File: src/rtl/relm_i2c_target.sv
// I2C target serving a byte-wide register bank through a sub-address pointer.
// Define RELM_I2C_TARGET_IRQ_EN to add the wdone_out write-complete pulse.
module relm_i2c_target #(
    parameter logic [6:0] ADDR = 7'h39,
    parameter int         WAR  = 4
) (
    input  logic           clk,
    input  logic           rst_n_in,
    input  logic           scl_in,
    input  logic           sda_in,
    output logic           sda_out,
    input  logic           host_we_in,
    input  logic [WAR-1:0] host_a_in,
    input  logic [7:0]     host_d_in,
    output logic [7:0]     host_q_out,
    output logic           busy_out
`ifdef RELM_I2C_TARGET_IRQ_EN
    ,
    output logic           wdone_out
`endif
);

    localparam int             DEPTH   = 1 << WAR;
    localparam logic [WAR-1:0] PTR_ONE = 1;

    typedef enum logic [3:0] {
        S_IDLE, S_ADDR, S_AACK, S_PTR, S_PACK,
        S_WDAT, S_WACK, S_RDAT, S_RACK, S_WAIT
    } state_t;

    logic scl_s1_q, scl_s2_q, scl_h_q;
    logic sda_s1_q, sda_s2_q, sda_h_q;

    // Synchroniser chain runs through reset so edge history stays true
    always_ff @(posedge clk) begin
        scl_s1_q <= scl_in;
        scl_s2_q <= scl_s1_q;
        scl_h_q  <= scl_s2_q;
        sda_s1_q <= sda_in;
        sda_s2_q <= sda_s1_q;
        sda_h_q  <= sda_s2_q;
    end

    logic scl_rise, scl_fall, start_det, stop_det;
    assign scl_rise  = scl_s2_q & ~scl_h_q;
    assign scl_fall  = ~scl_s2_q & scl_h_q;
    assign start_det = scl_s2_q & scl_h_q & sda_h_q & ~sda_s2_q;
    assign stop_det  = scl_s2_q & scl_h_q & ~sda_h_q & sda_s2_q;

    state_t         state_q;
    logic [3:0]     bcnt_q;
    logic [6:0]     shr_q;
    logic [6:0]     tx_q;
    logic [WAR-1:0] ptr_q;
    logic           rw_q;
    logic           ackdrv_q;
    logic           sda_q;
    logic           busy_q;
    logic [7:0]     hq_q;
    logic [7:0]     host_q_d;

    logic [7:0] bank_q [DEPTH];
    logic [7:0] byte_w;
    logic [7:0] rd_byte;
    logic       i2c_we;

    assign byte_w  = {shr_q, sda_s2_q};
    assign rd_byte = bank_q[ptr_q];
    assign i2c_we  = rst_n_in & ~start_det & ~stop_det & scl_rise
                   & (state_q == S_WDAT) & (bcnt_q == 4'd7);

    always_ff @(posedge clk) begin
        if (!rst_n_in) begin
            state_q  <= S_IDLE;
            bcnt_q   <= '0;
            shr_q    <= '0;
            tx_q     <= '0;
            ptr_q    <= '0;
            rw_q     <= 1'b0;
            ackdrv_q <= 1'b0;
            sda_q    <= 1'b1;
            busy_q   <= 1'b0;
        end else if (start_det) begin
            state_q  <= S_ADDR;
            bcnt_q   <= '0;
            ackdrv_q <= 1'b0;
            sda_q    <= 1'b1;
            busy_q   <= 1'b0;
        end else if (stop_det) begin
            state_q  <= S_IDLE;
            ackdrv_q <= 1'b0;
            sda_q    <= 1'b1;
            busy_q   <= 1'b0;
        end else if (scl_rise) begin
            unique case (state_q)
                S_ADDR, S_PTR, S_WDAT: begin
                    shr_q  <= byte_w[6:0];
                    bcnt_q <= bcnt_q + 4'd1;
                    if (bcnt_q == 4'd7) begin
                        bcnt_q <= '0;
                        if (state_q == S_ADDR) begin
                            if (byte_w[7:1] == ADDR) begin
                                state_q <= S_AACK;
                                busy_q  <= 1'b1;
                                rw_q    <= byte_w[0];
                            end else begin
                                state_q <= S_WAIT;
                            end
                        end else if (state_q == S_PTR) begin
                            ptr_q   <= byte_w[WAR-1:0];
                            state_q <= S_PACK;
                        end else begin
                            state_q <= S_WACK;
                        end
                    end
                end
                S_RACK: begin
                    if (!sda_s2_q) begin
                        ptr_q   <= ptr_q + PTR_ONE;
                        state_q <= S_RDAT;
                        bcnt_q  <= '0;
                    end else begin
                        state_q <= S_WAIT;
                        busy_q  <= 1'b0;
                    end
                end
                default: ;
            endcase
        end else if (scl_fall) begin
            unique case (state_q)
                S_AACK, S_PACK, S_WACK: begin
                    if (!ackdrv_q) begin
                        ackdrv_q <= 1'b1;
                        sda_q    <= 1'b0;
                        if (state_q == S_WACK) ptr_q <= ptr_q + PTR_ONE;
                    end else begin
                        ackdrv_q <= 1'b0;
                        if (state_q == S_AACK && rw_q) begin
                            state_q <= S_RDAT;
                            tx_q    <= rd_byte[6:0];
                            sda_q   <= rd_byte[7];
                            bcnt_q  <= 4'd1;
                        end else begin
                            sda_q   <= 1'b1;
                            bcnt_q  <= '0;
                            state_q <= (state_q == S_AACK) ? S_PTR : S_WDAT;
                        end
                    end
                end
                S_RDAT: begin
                    // bcnt_q counts bits already put on the wire
                    if (bcnt_q == 4'd0) begin
                        tx_q   <= rd_byte[6:0];
                        sda_q  <= rd_byte[7];
                        bcnt_q <= 4'd1;
                    end else if (bcnt_q == 4'd8) begin
                        sda_q   <= 1'b1;
                        state_q <= S_RACK;
                        bcnt_q  <= '0;
                    end else begin
                        sda_q  <= tx_q[6];
                        tx_q   <= {tx_q[5:0], 1'b0};
                        bcnt_q <= bcnt_q + 4'd1;
                    end
                end
                default: ;
            endcase
        end
    end

    // On a same-address collision the bus write wins
    always_ff @(posedge clk) begin
        if (i2c_we) bank_q[ptr_q] <= byte_w;
        if (host_we_in && !(i2c_we && host_a_in == ptr_q))
            bank_q[host_a_in] <= host_d_in;
    end

    always_comb begin
        host_q_d = bank_q[host_a_in];
        if (host_we_in) host_q_d = host_d_in;
        if (i2c_we && ptr_q == host_a_in) host_q_d = byte_w;
    end

    always_ff @(posedge clk) begin
        if (!rst_n_in) hq_q <= '0;
        else           hq_q <= host_q_d;
    end

    assign sda_out    = sda_q;
    assign busy_out   = busy_q;
    assign host_q_out = hq_q;

`ifdef RELM_I2C_TARGET_IRQ_EN
    logic wrote_q, wdone_q;

    always_ff @(posedge clk) begin
        if (!rst_n_in) begin
            wrote_q <= 1'b0;
            wdone_q <= 1'b0;
        end else begin
            wdone_q <= (start_det | stop_det) & wrote_q;
            if (start_det || stop_det) wrote_q <= 1'b0;
            else if (i2c_we)           wrote_q <= 1'b1;
        end
    end

    assign wdone_out = wdone_q;
`endif

endmodule
File: config.mk
export PLATFORM = sky130hd
export DESIGN_NAME = relm_i2c_target
export DESIGN_NICKNAME = d
export VERILOG_FILES = /design/src/rtl/relm_i2c_target.sv
export SDC_FILE = /design/constraint.sdc
export NUM_CORES = 1
export LEC_CHECK = 0
export BUFFER_PORTS_ARGS = -buffer_cell sky130_fd_sc_hd__buf_2
export CELL_PAD_IN_SITES_DETAIL_PLACEMENT = 0
export CELL_PAD_IN_SITES_GLOBAL_PLACEMENT = 2
export CORE_ASPECT_RATIO = 0.6
export CORE_UTILIZATION = 44
export DETAILED_ROUTE_END_ITERATION = 16
export PLACE_DENSITY_LB_ADDON = 0.1
export SYNTH_ARGS = -nofsm -noshare
export SYNTH_HDL_FRONTEND = slang
export SYNTH_SLANG_ARGS = --single-unit
File: constraint.sdc
create_clock -name clk -period 3.3 [get_ports clk]
set_clock_uncertainty 0.1 [all_clocks]
set_input_delay 0.495 -clock clk [delete_from_list [all_inputs] [get_ports clk]]
set_output_delay 0.495 -clock clk [all_outputs]
set_load 0.01 [all_outputs]
==> results of run 1 <==
-- cell usage after synthesis (4+ instances only) --
cell type	n	share of area
nand3_1	23	0.011
clkbuf_1	34	0.012
inv_1	13	0.0047
nand4_1	12	0.0072
nand2_2	8	0.0048
o2bb2ai_1	128	0.11
edfxtp_1	128	0.37
nand2b_1	4	0.0024
mux2i_1	48	0.046
or3_1	4	0.0024
o31ai_1	6	0.0043
a211oi_1	7	0.0050
nor2_1	28	0.010
nand3b_1	17	0.012
a22oi_1	8	0.0058
buf_2	23	0.011
buf_6	6	0.0065
o21ai_0	20	0.0096
a311oi_1	6	0.0050
nand4b_1	4	0.0034
buf_4	14	0.010
nand2_1	88	0.032
ha_1	9	0.011
and2_1	5	0.0030
nor2b_1	10	0.0060
o211a_1	9	0.0086
mux4_2	50	0.11
xor2_1	4	0.0034
a21oi_1	30	0.014
mux2_2	12	0.013
dfxtp_1	48	0.092
-- metrics by stage --
stage          hold WS, ns  total power [uW]
6_report            0.0394              4940
5_1_grt             0.0391              5040
4_1_cts             0.0356              4920
3_5_place_dp         0.214              2990
3_3_place_gp         0.212              2980
2_1_floorplan        0.210              2810
-- power groups by stage --
stage               combinational, uW  sequential (uW)  clock, uW
CTS                               521             2420       1980
global route                      565             2420       2060
global placement                  517             2470          0
finish                            537             2420       1980
detailed placement                519             2470          0
floorplan                         352             2450          0
-- sequential cells by signal (all words and copies together) (netlist names), 4 cells and up, named ones only --
signal,flops
state_q,4
shr_q,7
tx_q,7
bank_q,128
host_q_out,8
ptr_q,4
bcnt_q,4
-- metal layers --
| layer | vias up | GRT usage |
|---|---|---|
| li1 | 3496 | - |
| met3 | 58 | 0.0913 |
| met5 | - | 0 |
| met4 | 0 | 0.0825 |
| met2 | 648 | 0.409 |
| met1 | 4194 | 0.505 |
-- layout make-up --
class                      instances  area (um2)  area share
multi-input combinational        600        5130       0.447
sequential                       176        4810       0.419
timing repair buffer              80         548      0.0477
clock buffer                      20         437      0.0380
tap                              315         394      0.0343
clock inverter                    12         110     0.00959
inverter                          15        56.3     0.00490
antenna                            1        2.50    0.000218
-- cell families (layout without fill, tap and decap cells) --
group / count (synthesis) / after routing
flops: 176 / 176
fa+ha+maj: 10 / 10
buf+inv: 98 / 127
xor+xnor: 5 / 5
mux: 110 / 110
other cells: 0 / 1
compound gates: 241 / 241
simple gates: 234 / 234
-- worst max-delay path: stages, from the launching register on --
cell,delay (ns)
dfxtp_1,0.39
ha_1,0.23
nand3b_1,0.29
nor4b_4,0.65
nand4_1,0.42
o21ai_0,0.48
buf_4,0.24
-- how the worst min path moves through the flow --
| stage | to | slack, ns | cells after the start |
|---|---|---|---|
| floorplan | scl_s2_q$_DFF_P_ | 0.21 | 0 |
| global placement | sda_s2_q$_DFF_P_ | 0.21 | 0 |
| detailed placement | sda_s2_q$_DFF_P_ | 0.21 | 0 |
| CTS | sda_s1_q$_DFF_P_ | 0.04 | 1 |
| global route | sda_s1_q$_DFF_P_ | 0.04 | 1 |
| finish | sda_s1_q$_DFF_P_ | 0.04 | 1 |
==> summary.txt, run 1 <==
Power and ir drop
  – Power share of the sequential group: 0.490
  – Cell Pwr Density: 430 mW/mm2
  – Cell internal power dissipation: 3630 uW
  – Share of total power in the clock network: 0.402
  – Leakage: 0.00377 uW
  – Portion of total power attributed to combinational logic: 0.109
  – Switch Pwr: 1310 uW
  – Switch share: 0.266
  – Maximum vdd drop: 0.377 mV

Critical path
  – Reg2Reg Launch Point: bcnt_q[1]$_SDFFE_PP0P_
  – Logic depth of the worst register-to-register path: 6
  – Required time of the critical path: 3.37 ns
  – Capturing instance or port of the critical path: bank_q[15][6]$_DFFE_PP_
  – Maximum fanout along the worst path: 9
  – R2R setup slack: 0.22 ns
  – Type of the worst setup path: register to register
  – Timing startpoint of the critical path: bcnt_q[1]$_SDFFE_PP0P_
  – Worst flop-to-flop path endpoint: bank_q[15][6]$_DFFE_PP_
  – CP endpoint kind: register
  – Critical Path Start Type: register
  – Data arrival time at the worst-slack endpoint: 3.15 ns

Logic synthesis
  – Area fraction in compound gates after synthesis: 0.186
  – Area of the mapped netlist: 0.0104 mm2
  – Area share of fa/ha/maj cells after synthesis: 0.0119
  – Main combinational cell family by area after synthesis: compound AO/OA/AOI/OAI gates
  – Proportion of synthesized chip area in sequential cells: 0.461
  – XOR/XNOR Fraction of Synth Area: 0.00492
  – Portion of netlist area occupied by mux cells: 0.167
  – Async set or reset register ratio after synthesis: 0
  – Synthesized-area fraction occupied by and/or/nand/nor cells: 0.122
  – Ys flop type: edfxtp_1
  – Post-Synthesis Net Count: 900
  – Count of distinct cell types in the synthesized netlist: 73
  – Post-synthesis instance total: 874
  – Post-synthesis sequential element count: 176
  – Avg Synthesized Cell Area: 11.9 um2
  – Synthesis Warnings: 0
  – EDFF count, synth: 128

Layout
  – Final cell utilization of the core: 0.495
  – Number of fillers in the final layout: 2,064
  – Area of all placed cells without fillers: 0.0115 mm2
  – Synth-to-layout area growth: 10.1%
  – Layout cell share with drive strength beyond 1: 0.224
  – Number of standard cells in the final layout excluding fillers: 1,219
  – Most used cells in the layout excluding fill and tap cells: o2bb2ai_1, edfxtp_1, nand2_1
  – # nets final: 916

Clock network
  – CTS tree: done
  – Clock network latency to the later pin of the worst-skew pair: 0.45 ns
  – Htree depth: 4
  – Post-CTS clock slew at the launch and capture registers of the worst setup and hold paths: 0.07 ns
  – CTS Sinks: 176
  – Count of cells resized by post-cts repair: 0
  – Post-CTS Hold Buffers: 0
  – Number of post-CTS setup repair buffers: 0
  – CTS Root Buffer Type: clkbuf_16
  – Maximum count of clock buffers along a single path: 2
  – Cts bufs inserted: 17

Detailed routing
  – Post-detailed-route wirelength per cell: 30.9 um
  – Violation count after the first detailed-routing iteration: 1,222
  – Residual antenna-violating net count after detailed routing: 0
  – Met1 wire length: 17.2 mm
  – Mean number of vias per cell: 6.89
  – Highest routing layer actually used: met4
  – Met3 wire len: 5.17 mm
  – DRC: 0
  – Routed WL: 37.6 mm
  – Drt pass-1 iters: 5
  – Vias: 8,396
  – Sum of met2 wire segment lengths after detailed routing: 14.6 mm

Place
  – Post-detail-place hpwl: 28.4 mm
  – Number of placed instances with taps included: 1,186
  – Placed cell area: 0.0109 mm2
  – Worst setup timing slack at the placement stage: 0.313 ns
  – Port bufs: 26
  – Global placement routability congestion: 0.995

Floorplanning
  – Starting utilization of the core area: 0.450
  – Total Die Area: 0.0244 mm2
  – Row count: 43
  – Number of ports placed on the die boundary: 27
  – Core footprint: 0.0232 mm2
  – Die span in y: 121 um
  – Horizontal die dimension: 201 um

STA
  – Count of endpoints failing hold in the final timing report: 0
  – Setup tns final: 0 ns
  – Maximum clock rate: 324 MHz
  – Worst-margin pin slew: 1.03 ns
  – Minimum clock period after layout: 3.08 ns
  – Least setup slack across all paths after layout: 0.216 ns
  – Final worst path period share: 0.934
  – Relative slew slack: 0.309
  – Slew Limit Fails: 0
  – Final setup violation count: 0
  – RSZ-0062 raised after global routing: false

Hold path
  – Tightest Hold Check Type: primary input to register
  – Hold wc startpoint: sda_in

Global routing
  – Antenna violations before repair: 1
  – Global-route wire length before repair: 54.8 mm
  – Pin count of the biggest net entering global routing: 44
  – Global routing usage summed across all routing layers: 0.318
  – Number of global-route vias before repair: 7,849
  – GRT overflow: 0

Run
  – Maximum Capacitance Violations: 0

Run status
  – Run status: completed
No activity file was read; power rests on OpenSTA's default activity.
==> run 2: changes to the inputs <==
- RECOVER_POWER: not set -> 25
==> summary.txt, run 2 (same netlist as run 1, synthesis figures left out) <==
Run status
  – Run status: completed

Layout
  – Layout cell share with drive strength beyond 1: 0.208
  – N_diodes: 0
  – # nets final: 916
  – Max FFs per register: 128
  – Most used cells in the layout excluding fill and tap cells: o2bb2ai_1, edfxtp_1, nand2_1
  – Register with the most flip-flops: bank_q
  – Synth-to-layout area growth: 9.70%

Global routing
  – Antenna violations before repair: 1
  – Global routing usage summed across all routing layers: 0.318
  – GRT overflow: 0
  – Number of global-route vias before repair: 7,849
  – Pin count of the biggest net entering global routing: 44
  – Global-route wire length before repair: 54.8 mm

Floorplanning
  – Core footprint: 0.0232 mm2
  – Starting utilization of the core area: 0.450
  – Total Die Area: 0.0244 mm2
  – Row count: 43
  – Horizontal die dimension: 201 um
  – Number of ports placed on the die boundary: 27
  – Die span in y: 121 um

Hold path
  – Tightest Hold Check Type: primary input to register

STA
  – Worst hold slack: 0.0422 ns
  – Final worst path period share: 0.952
  – Count of endpoints failing hold in the final timing report: 0
  – Slew Limit Fails: 0
  – Maximum clock rate: 318 MHz
  – Final setup violation count: 0
  – RSZ-0062 raised after global routing: false
  – Minimum clock period after layout: 3.14 ns
  – Relative slew slack: 0.0450
  – Setup tns final: 0 ns
  – Worst-margin pin slew: 1.43 ns

Detailed routing
  – Mean number of vias per cell: 6.85
  – Residual antenna-violating net count after detailed routing: 0
  – Violation count after the first detailed-routing iteration: 1,370
  – DRC: 0
  – Vias: 8,342
  – Routed WL: 37.6 mm
  – Post-detailed-route wirelength per cell: 30.9 um
  – Drt pass-1 iters: 5

Clock network
  – CTS Sinks: 176
  – CTS tree: done
  – Htree depth: 4
  – Count of cells resized by post-cts repair: 0
  – Cts bufs inserted: 17
  – CTS Root Buffer Type: clkbuf_16
  – Maximum count of clock buffers along a single path: 2
  – Number of post-CTS setup repair buffers: 0
  – Post-CTS Hold Buffers: 0
  – Clock network latency to the later pin of the worst-skew pair: 0.45 ns
  – Post-CTS clock slew at the launch and capture registers of the worst setup and hold paths: 0.07 ns

Critical path
  – Required time of the critical path: 3.36 ns
  – Data arrival time at the worst-slack endpoint: 3.20 ns
  – Delay of the slowest critical-path stage: 0.63 ns
  – Maximum fanout along the worst path: 9
  – Worst flop-to-flop path endpoint: bank_q[15][1]$_DFFE_PP_
  – Type of the worst setup path: register to register
  – CP endpoint kind: register
  – Capturing instance or port of the critical path: bank_q[15][1]$_DFFE_PP_
  – Timing startpoint of the critical path: bcnt_q[1]$_SDFFE_PP0P_
  – R2R setup slack: 0.16 ns
  – Critical Path Start Type: register
  – Cell chain of the critical path: ha_1 > nand3b_1 > nor4b_4 > nand4_1 > o21ai_0 > buf_4
  – Logic depth of the worst register-to-register path: 6
  – Reg2Reg Launch Point: bcnt_q[1]$_SDFFE_PP0P_
  – Worst path slowest cell: nor4b_4

Power and ir drop
  – Leakage: 0.00372 uW
  – Maximum vdd drop: 0.374 mV
  – Cell Pwr Density: 431 mW/mm2

Run
  – Maximum Capacitance Violations: 0

Place
  – Post-detail-place hpwl: 28.4 mm
  – Global placement routability congestion: 0.995
  – Port bufs: 26
-- run 2: worst min path at each step --
stage	to	slack, ns	from	cells after the start
2_1_floorplan	scl_s2_q$_DFF_P_	0.21	scl_s1_q$_DFF_P_	0
3_3_place_gp	sda_s2_q$_DFF_P_	0.21	sda_s1_q$_DFF_P_	0
3_5_place_dp	sda_s2_q$_DFF_P_	0.21	sda_s1_q$_DFF_P_	0
4_1_cts	sda_s1_q$_DFF_P_	0.04	sda_in	1
5_1_grt	sda_s1_q$_DFF_P_	0.04	sda_in	1
6_report	sda_s1_q$_DFF_P_	0.04	sda_in	1
-- run 2: cell type report --
type,instances,area [um2]
Fill cell,2069,11700
Clock inverter,12,110
Clock buffer,20,437
Sequential cell,176,4810
Timing Repair Buffer,80,517
Inverter,15,56.3
Multi-Input combinational cell,600,5120
Tap cell,315,394
-- run 2: metal layers --
| metal | global-route usage | vias up | wire (um) |
|---|---|---|---|
| met5 | 0 | - | 0 |
| met4 | 0.0825 | 0 | 668 |
| met3 | 0.0913 | 59 | 5040 |
| met2 | 0.409 | 638 | 14500 |
| met1 | 0.505 | 4151 | 17400 |
| li1 | - | 3494 | - |
-- run 2: metrics by stage --
stage | instance area [um2] | setup WS, ns | total power [uW] | cells | util
floorplan | 10400 | 0.735 | 2810 | 874 | -
global placement | 10900 | 0.409 | 2980 | 1186 | 0.472
detailed placement | 10900 | 0.313 | 2990 | 1186 | 0.472
CTS | 11500 | 0.290 | 4920 | 1218 | 0.495
global route | 11400 | 0.0896 | 5040 | 1218 | 0.494
finish | 11400 | 0.159 | 4930 | 1218 | 0.494
-- run 2: report_power, final --
group	internal [uW]	switching [uW]
Combinational	193	340
Sequential	2390	32.7
Clock	1040	936
Total	3620	1310
-- run 2: critical path, delay by kind of cell, from the launching register on --
family / cells / cell delay (ns)
DFF: 1 / 0.40
adders and majority gates: 1 / 0.25
AOI/OAI and AO/OA: 1 / 0.50
buffers and inverters: 1 / 0.25
and+or+nand+nor: 3 / 1.35
